===== src/rtl/xdatabus_rd_ctrl_pkg.sv =====
// Shared definitions for the databus burst read controller: default widths and FSM encoding.
// Optional feature macro used by the top: XDATABUS_RD_STRIDE_EN.
package xdatabus_rd_ctrl_pkg;

  localparam int unsigned ADDR_W_DEF     = 16;
  localparam int unsigned DATA_W_DEF     = 32;
  localparam int unsigned LEN_W_DEF      = 16;
  localparam int unsigned FIFO_DEPTH_DEF = 4;

  typedef enum logic [1:0] {
    StIdle  = 2'd0,
    StIssue = 2'd1,
    StDrain = 2'd2
  } rd_state_e;

endpackage


===== src/rtl/xdatabus_rd_ctrl_fifo.sv =====
// Show-ahead synchronous FIFO holding returned words plus their last flag.
// DEPTH must be a power of two so the pointers wrap naturally.
module xdatabus_rd_ctrl_fifo #(
  parameter int unsigned WIDTH = 33,
  parameter int unsigned DEPTH = 4
) (
  input  logic                       clk,
  input  logic                       rst,
  input  logic                       push,
  input  logic [WIDTH-1:0]           push_data,
  input  logic                       pop,
  output logic [WIDTH-1:0]           pop_data,
  output logic                       empty,
  output logic [$clog2(DEPTH):0]     count
);

  localparam int unsigned PTR_W = $clog2(DEPTH);
  localparam logic [PTR_W:0] FULL_CNT = (PTR_W+1)'(DEPTH);

  logic [WIDTH-1:0] mem [DEPTH];
  logic [PTR_W-1:0] wptr_q, rptr_q;
  logic [PTR_W:0]   cnt_q;
  logic             do_push, do_pop;

  assign empty    = (cnt_q == '0);
  assign do_push  = push && (cnt_q != FULL_CNT);
  assign do_pop   = pop && !empty;
  assign pop_data = mem[rptr_q];
  assign count    = cnt_q;

  // Storage and pointers; storage is cleared so the head reads zero out of reset.
  always_ff @(posedge clk or posedge rst) begin
    if (rst) begin
      for (int i = 0; i < DEPTH; i++) mem[i] <= '0;
      wptr_q <= '0;
      rptr_q <= '0;
      cnt_q  <= '0;
    end else begin
      if (do_push) begin
        mem[wptr_q] <= push_data;
        wptr_q      <= wptr_q + 1'b1;
      end
      if (do_pop) rptr_q <= rptr_q + 1'b1;
      case ({do_push, do_pop})
        2'b10:   cnt_q <= cnt_q + 1'b1;
        2'b01:   cnt_q <= cnt_q - 1'b1;
        default: cnt_q <= cnt_q;
      endcase
    end
  end

endmodule


===== src/rtl/xdatabus_rd_ctrl.sv =====
// Burst read master in front of the databus address decoder. Issues one request per cycle,
// captures the word returned a cycle later into a small FIFO, and limits issue by credits
// so a stalled consumer never causes a returned word to be dropped.
// Optional: XDATABUS_RD_STRIDE_EN adds cmd_stride (latched on accept) as the address step.
module xdatabus_rd_ctrl
  import xdatabus_rd_ctrl_pkg::*;
#(
  parameter int unsigned ADDR_W     = ADDR_W_DEF,
  parameter int unsigned DATA_W     = DATA_W_DEF,
  parameter int unsigned LEN_W      = LEN_W_DEF,
  parameter int unsigned FIFO_DEPTH = FIFO_DEPTH_DEF
) (
  input  logic              clk,
  input  logic              rst,
  input  logic              cmd_valid,
  output logic              cmd_ready,
  input  logic [ADDR_W-1:0] cmd_addr,
  input  logic [LEN_W-1:0]  cmd_len,
`ifdef XDATABUS_RD_STRIDE_EN
  input  logic [ADDR_W-1:0] cmd_stride,
`endif
  output logic              bus_req,
  output logic [ADDR_W-1:0] bus_addr,
  input  logic [DATA_W-1:0] bus_data_in,
  output logic              rd_valid,
  input  logic              rd_ready,
  output logic [DATA_W-1:0] rd_data,
  output logic              rd_last,
  output logic              busy,
  output logic              done
);

  localparam int unsigned CNT_W = $clog2(FIFO_DEPTH) + 1;
  localparam logic [CNT_W:0] DEPTH_V = (CNT_W+1)'(FIFO_DEPTH);

  rd_state_e         state_q, state_d;
  logic [ADDR_W-1:0] addr_q, addr_d, step;
  logic [LEN_W-1:0]  remain_q, remain_d;
  logic              inflight_q, inflight_last_q;
  logic              done_q, done_d;
  logic              accept, pop, head_last, fifo_empty;
  logic [CNT_W-1:0]  fifo_count;
  logic [CNT_W:0]    credit_used;

  assign accept      = cmd_valid && cmd_ready;
  // Words buffered plus the word still on its way back must leave room for one more.
  assign credit_used = {1'b0, fifo_count} + {{CNT_W{1'b0}}, inflight_q};
  assign rd_valid    = !fifo_empty;
  assign rd_last     = head_last;
  assign pop         = rd_valid && rd_ready;
  assign bus_addr    = addr_q;
  assign busy        = (state_q != StIdle);
  assign done        = done_q;

`ifdef XDATABUS_RD_STRIDE_EN
  logic [ADDR_W-1:0] step_q;
  // Stride is captured with the command so the burst is immune to later port changes.
  always_ff @(posedge clk or posedge rst) begin
    if (rst)         step_q <= '0;
    else if (accept) step_q <= cmd_stride;
  end
  assign step = step_q;
`else
  assign step = ADDR_W'(1);
`endif

  // Next-state, request issue and address/remaining-count update.
  always_comb begin
    state_d   = state_q;
    addr_d    = addr_q;
    remain_d  = remain_q;
    done_d    = 1'b0;
    bus_req   = 1'b0;
    cmd_ready = 1'b0;
    unique case (state_q)
      StIdle: begin
        cmd_ready = 1'b1;
        if (cmd_valid) begin
          addr_d   = cmd_addr;
          remain_d = cmd_len;
          if (cmd_len == '0) done_d  = 1'b1;
          else               state_d = StIssue;
        end
      end
      StIssue: begin
        if (credit_used < DEPTH_V) begin
          bus_req  = 1'b1;
          addr_d   = addr_q + step;
          remain_d = remain_q - LEN_W'(1);
          if (remain_q == LEN_W'(1)) state_d = StDrain;
        end
      end
      StDrain: begin
        if (pop && head_last) begin
          done_d  = 1'b1;
          state_d = StIdle;
        end
      end
      default: state_d = StIdle;
    endcase
  end

  // State registers; done is registered so it pulses the cycle after the final pop.
  always_ff @(posedge clk or posedge rst) begin
    if (rst) begin
      state_q         <= StIdle;
      addr_q          <= '0;
      remain_q        <= '0;
      inflight_q      <= 1'b0;
      inflight_last_q <= 1'b0;
      done_q          <= 1'b0;
    end else begin
      state_q         <= state_d;
      addr_q          <= addr_d;
      remain_q        <= remain_d;
      inflight_q      <= bus_req;
      inflight_last_q <= bus_req && (remain_q == LEN_W'(1));
      done_q          <= done_d;
    end
  end

  xdatabus_rd_ctrl_fifo #(
    .WIDTH (DATA_W + 1),
    .DEPTH (FIFO_DEPTH)
  ) u_fifo (
    .clk       (clk),
    .rst       (rst),
    .push      (inflight_q),
    .push_data ({inflight_last_q, bus_data_in}),
    .pop       (pop),
    .pop_data  ({head_last, rd_data}),
    .empty     (fifo_empty),
    .count     (fifo_count)
  );

endmodule


===== config.mk =====
export PLATFORM = sky130hd
export DESIGN_NAME = xdatabus_rd_ctrl
export DESIGN_NICKNAME = d
export VERILOG_FILES = /design/src/rtl/xdatabus_rd_ctrl_pkg.sv /design/src/rtl/xdatabus_rd_ctrl_fifo.sv /design/src/rtl/xdatabus_rd_ctrl.sv
export SDC_FILE = /design/constraint.sdc
export NUM_CORES = 1
export LEC_CHECK = 0
export CAP_MARGIN = 10
export CORE_ASPECT_RATIO = 1.1
export CORE_MARGIN = 5
export CORE_UTILIZATION = 55
export DETAILED_ROUTE_END_ITERATION = 12
export PLACE_DENSITY = 0.81
export SLEW_MARGIN = 25
export SYNTH_ARGS = -nofsm -noshare
export SYNTH_HDL_FRONTEND = slang
export SYNTH_SLANG_ARGS = --single-unit

===== constraint.sdc =====
create_clock -name clk -period 7 [get_ports clk]
set_input_delay 1.4 -clock clk [delete_from_list [all_inputs] [get_ports clk]]
set_output_delay 1.4 -clock clk [all_outputs]
set_load 0.02 [all_outputs]

==> impl_metrics.tcl <==
set metrics [dict create \
    outcome "complete, no violations" \
    drt_iter0_markers 338 \
    track_usage_pct 22.47 \
    detail-route-antenna-nets 0 \
    cp.required_ns 5.60 \
    ctsResizeCount 0 \
    setup_tns_ns 0 \
    fin_nets 811 \
    worstMarginPinSlew_ns 0.9691 \
    netlist_area_sq_mm 0.008351 \
    synth-edff-count 0 \
    place_inst 911 \
    drv_cap 0 \
    swShare_pct 37.36 \
    path_class "flip-flop to output port" \
    synthFlopType "dfrtp_1" \
    numCtsBuffers 17 \
    clock_sinks 176 \
    core_sq_mm 0.01500 \
    p_int_mw 3.455 \
    dp_hpwl_mm 12.72 \
    synthTopCellsByArea "dfrtp_1 (53%), mux2_2 (16%), mux4_2 (8.9%), mux2_1 (1.9%), a21oi_1 (1.5%)" \
    power_leakage_nw 4.147 \
    relSlewSlack_pct 35.16 \
    cts_tree "built" \
    grt_setup_unrepaired "no" \
    crit_arrival_ns 2.70 \
    setup_viol 0 \
    fin_ws_ns 2.899 \
    slew_viol_final 0 \
    post-route-drc-count 0 \
    vias 5847 \
    synth_nets 703 \
    area_growth_pct 23.05 \
    gr-total-overflow 0 \
    clk_pin_slew_ns 0.06 \
    yosysTopAreaCell "dfrtp_1" \
    synth_warnings 0 \
    antenna_found_initial 1 \
    ir_drop_mv 0.3227 \
    grt_pass1_vias 6235 \
    fin_skew_ns 0.007757 \
    seqPwrFrac_pct 34.7 \
    cp-end-kind "output port" \
    start_util_pct 55.69 \
    post-route-period-util_pct 58.58 \
    die_x_um 127.5 \
    gp_congestion 0.8608 \
    viasPerCell 6.194 \
    startpoint_type "flip-flop" \
    ios 122 \
    wire_per_inst_um 20.48 \
    cts_setup_buffers 0 \
    hp-class "flip-flop to flip-flop" \
    clkPwrFrac_pct 16.8 \
    power_mw 5.516 \
    drt-total-wl_mm 19.33 \
    drt-pass1-iter-count 5 \
    ys_ff_latch 176 \
    final_cells 944 \
    ys_top_cells_by_count "dfrtp_1 (176), mux2_2 (118), mux4_2 (33)" \
    finalCriticalPeriod_ns 4.101 \
    pre_cts_slack_ns 3.261 \
    ys_seq_area_share_pct 52.74 \
    die_h_um 139.2 \
    clockBufferDepth 2 \
    grt_first_pass_wirelength_mm 31.93 \
    fp-row-count 47 \
    root_buffer "clkbuf_16" \
    ys_types 57 \
    powerDensity_mw_per_mm2 536.8 \
    hold_viol_final 0 \
    synth_cells 626 \
    htreeDepth 4 \
    postCtsHoldBufs 0 \
    worstPathMaxFanout 20 \
    power.switching_mw 2.061 \
    power_frac_comb_pct 48.5 \
    synthArstFlopShare_pct 100.0 \
    numPortBuffers 121 \
    final_layout_size_suffix_gt1_share_pct 27.58 \
    synth.most_common_cell "dfrtp_1" \
    grt_max_degree 118 \
    synth_top_area_share_pct 52.74 \
    syn_area_per_cell_sq_um 13.34 \
    dieArea_sq_mm 0.01775 \
    fmax_mhz 243.9 \
    clock_latency_ns 0.43 \
]
-- layer usage --
layer	vias up	track usage [%]	wire length, um
met5	-	0	0
met4	0	7.736	425
met3	35	4.753	1126
met2	228	38.31	9949
met1	2998	28.52	7833
li1	2586	-	-
-- path summary, 6_finish.rpt --
kind                                   from              to  slack, ns  cells past startpoint
max                        u_fifo.rptr_q[0]     rd_data[10]       2.90                      3
min reg2reg                  u_fifo.mem[41]  u_fifo.mem[41]       0.49                      1
max in group asynchronous               rst  u_fifo.mem[76]       4.15                      3
max reg2reg                      state_q[0]     remain_q[5]       4.44                      6
min in group asynchronous               rst   u_fifo.mem[3]       1.53                      2
min                          u_fifo.mem[41]  u_fifo.mem[41]       0.49                      1
-- critical path: stages, from the launching register on --
cell and delay (ns):
dfrtp_2 0.68, buf_4 0.46, mux4_2 0.57, clkdlybuf4s50_1 0.56
-- power groups by stage --
stage	Clock (mW)	Sequential, mW	Combinational, mW
5_1_grt	0.986	1.98	2.87
3_5_place_dp	0	1.92	2.69
4_1_cts	0.941	1.91	2.70
6_report	0.925	1.91	2.68
2_1_floorplan	0	1.78	1.87
3_3_place_gp	0	1.87	2.60
-- sequential cells by signal, indices dropped and copies added (netlist names) --
register,cells
u_fifo.rptr_q,2
bus_addr,16
inflight_last_q,1
u_fifo.wptr_q,2
inflight_q,1
remain_q,16
u_fifo.count,3
u_fifo.mem,132
state_q,2
done,1
-- layout make-up --
class	count	area, sq um
diodes	1	2.502
clock buffers	20	456.7
clock inverters	12	123.9
fillers	1044	4721
inverters	14	60.06
multi-input cells	399	3731
flip-flops and latches	176	4407
well taps	196	245.2
repair buffers	126	1249
-- placed cells by master, fill, tap and decap left out, types with 3 or more instances in the layout --
cell	count
inv_6	5
xnor2_1	3
buf_4	5
a211oi_1	3
nand2_2	4
inv_1	13
clkbuf_16	17
xor2_1	3
nand3_1	14
mux4_2	33
nor3b_1	3
or3_1	5
clkinvlp_4	4
a31o_2	3
o21bai_1	3
o32ai_1	4
a311oi_1	4
o21ai_0	15
clkdlybuf4s50_1	121
mux2i_1	5
nor2_1	18
o22ai_1	19
nor3_1	13
nor4_1	12
and4_1	5
nand2_1	20
or2_2	5
mux2_2	118
nand4_1	9
ha_1	8
a21oi_1	25
mux2_1	14
dfrtp_1	174
-- stage by stage --
step | instance area, sq um | hold WS [ns] | utilization (%)
final | 10270 | 0.4948 | 68.52
after global routing | 10270 | 0.5070 | 68.52
after CTS | 10270 | 0.4960 | 68.49
after detailed placement | 9689 | 0.4762 | 64.61
after global placement | 9689 | 0.4678 | 64.61
after floorplan | 8351 | 0.4587 | -
-- kinds of logic (layout without fill, tap and decap cells) --
| group | Yosys count | count (layout) | share of synthesized area [%] |
|---|---|---|---|
| AND/OR/NAND/NOR | 120 | 120 | 7.911 |
| multiplexers | 170 | 170 | 27.30 |
| buffers and inverters | 51 | 172 | 2.697 |
| other | 0 | 1 | 0 |
| flip-flops | 176 | 176 | 52.74 |
| XOR/XNOR | 6 | 6 | 0.6294 |
| adder cells (fa/ha/maj) | 9 | 9 | 1.438 |
| AO/OA/AOI/OAI | 94 | 94 | 7.282 |
Note: power is estimated with default switching activity, not from simulation.
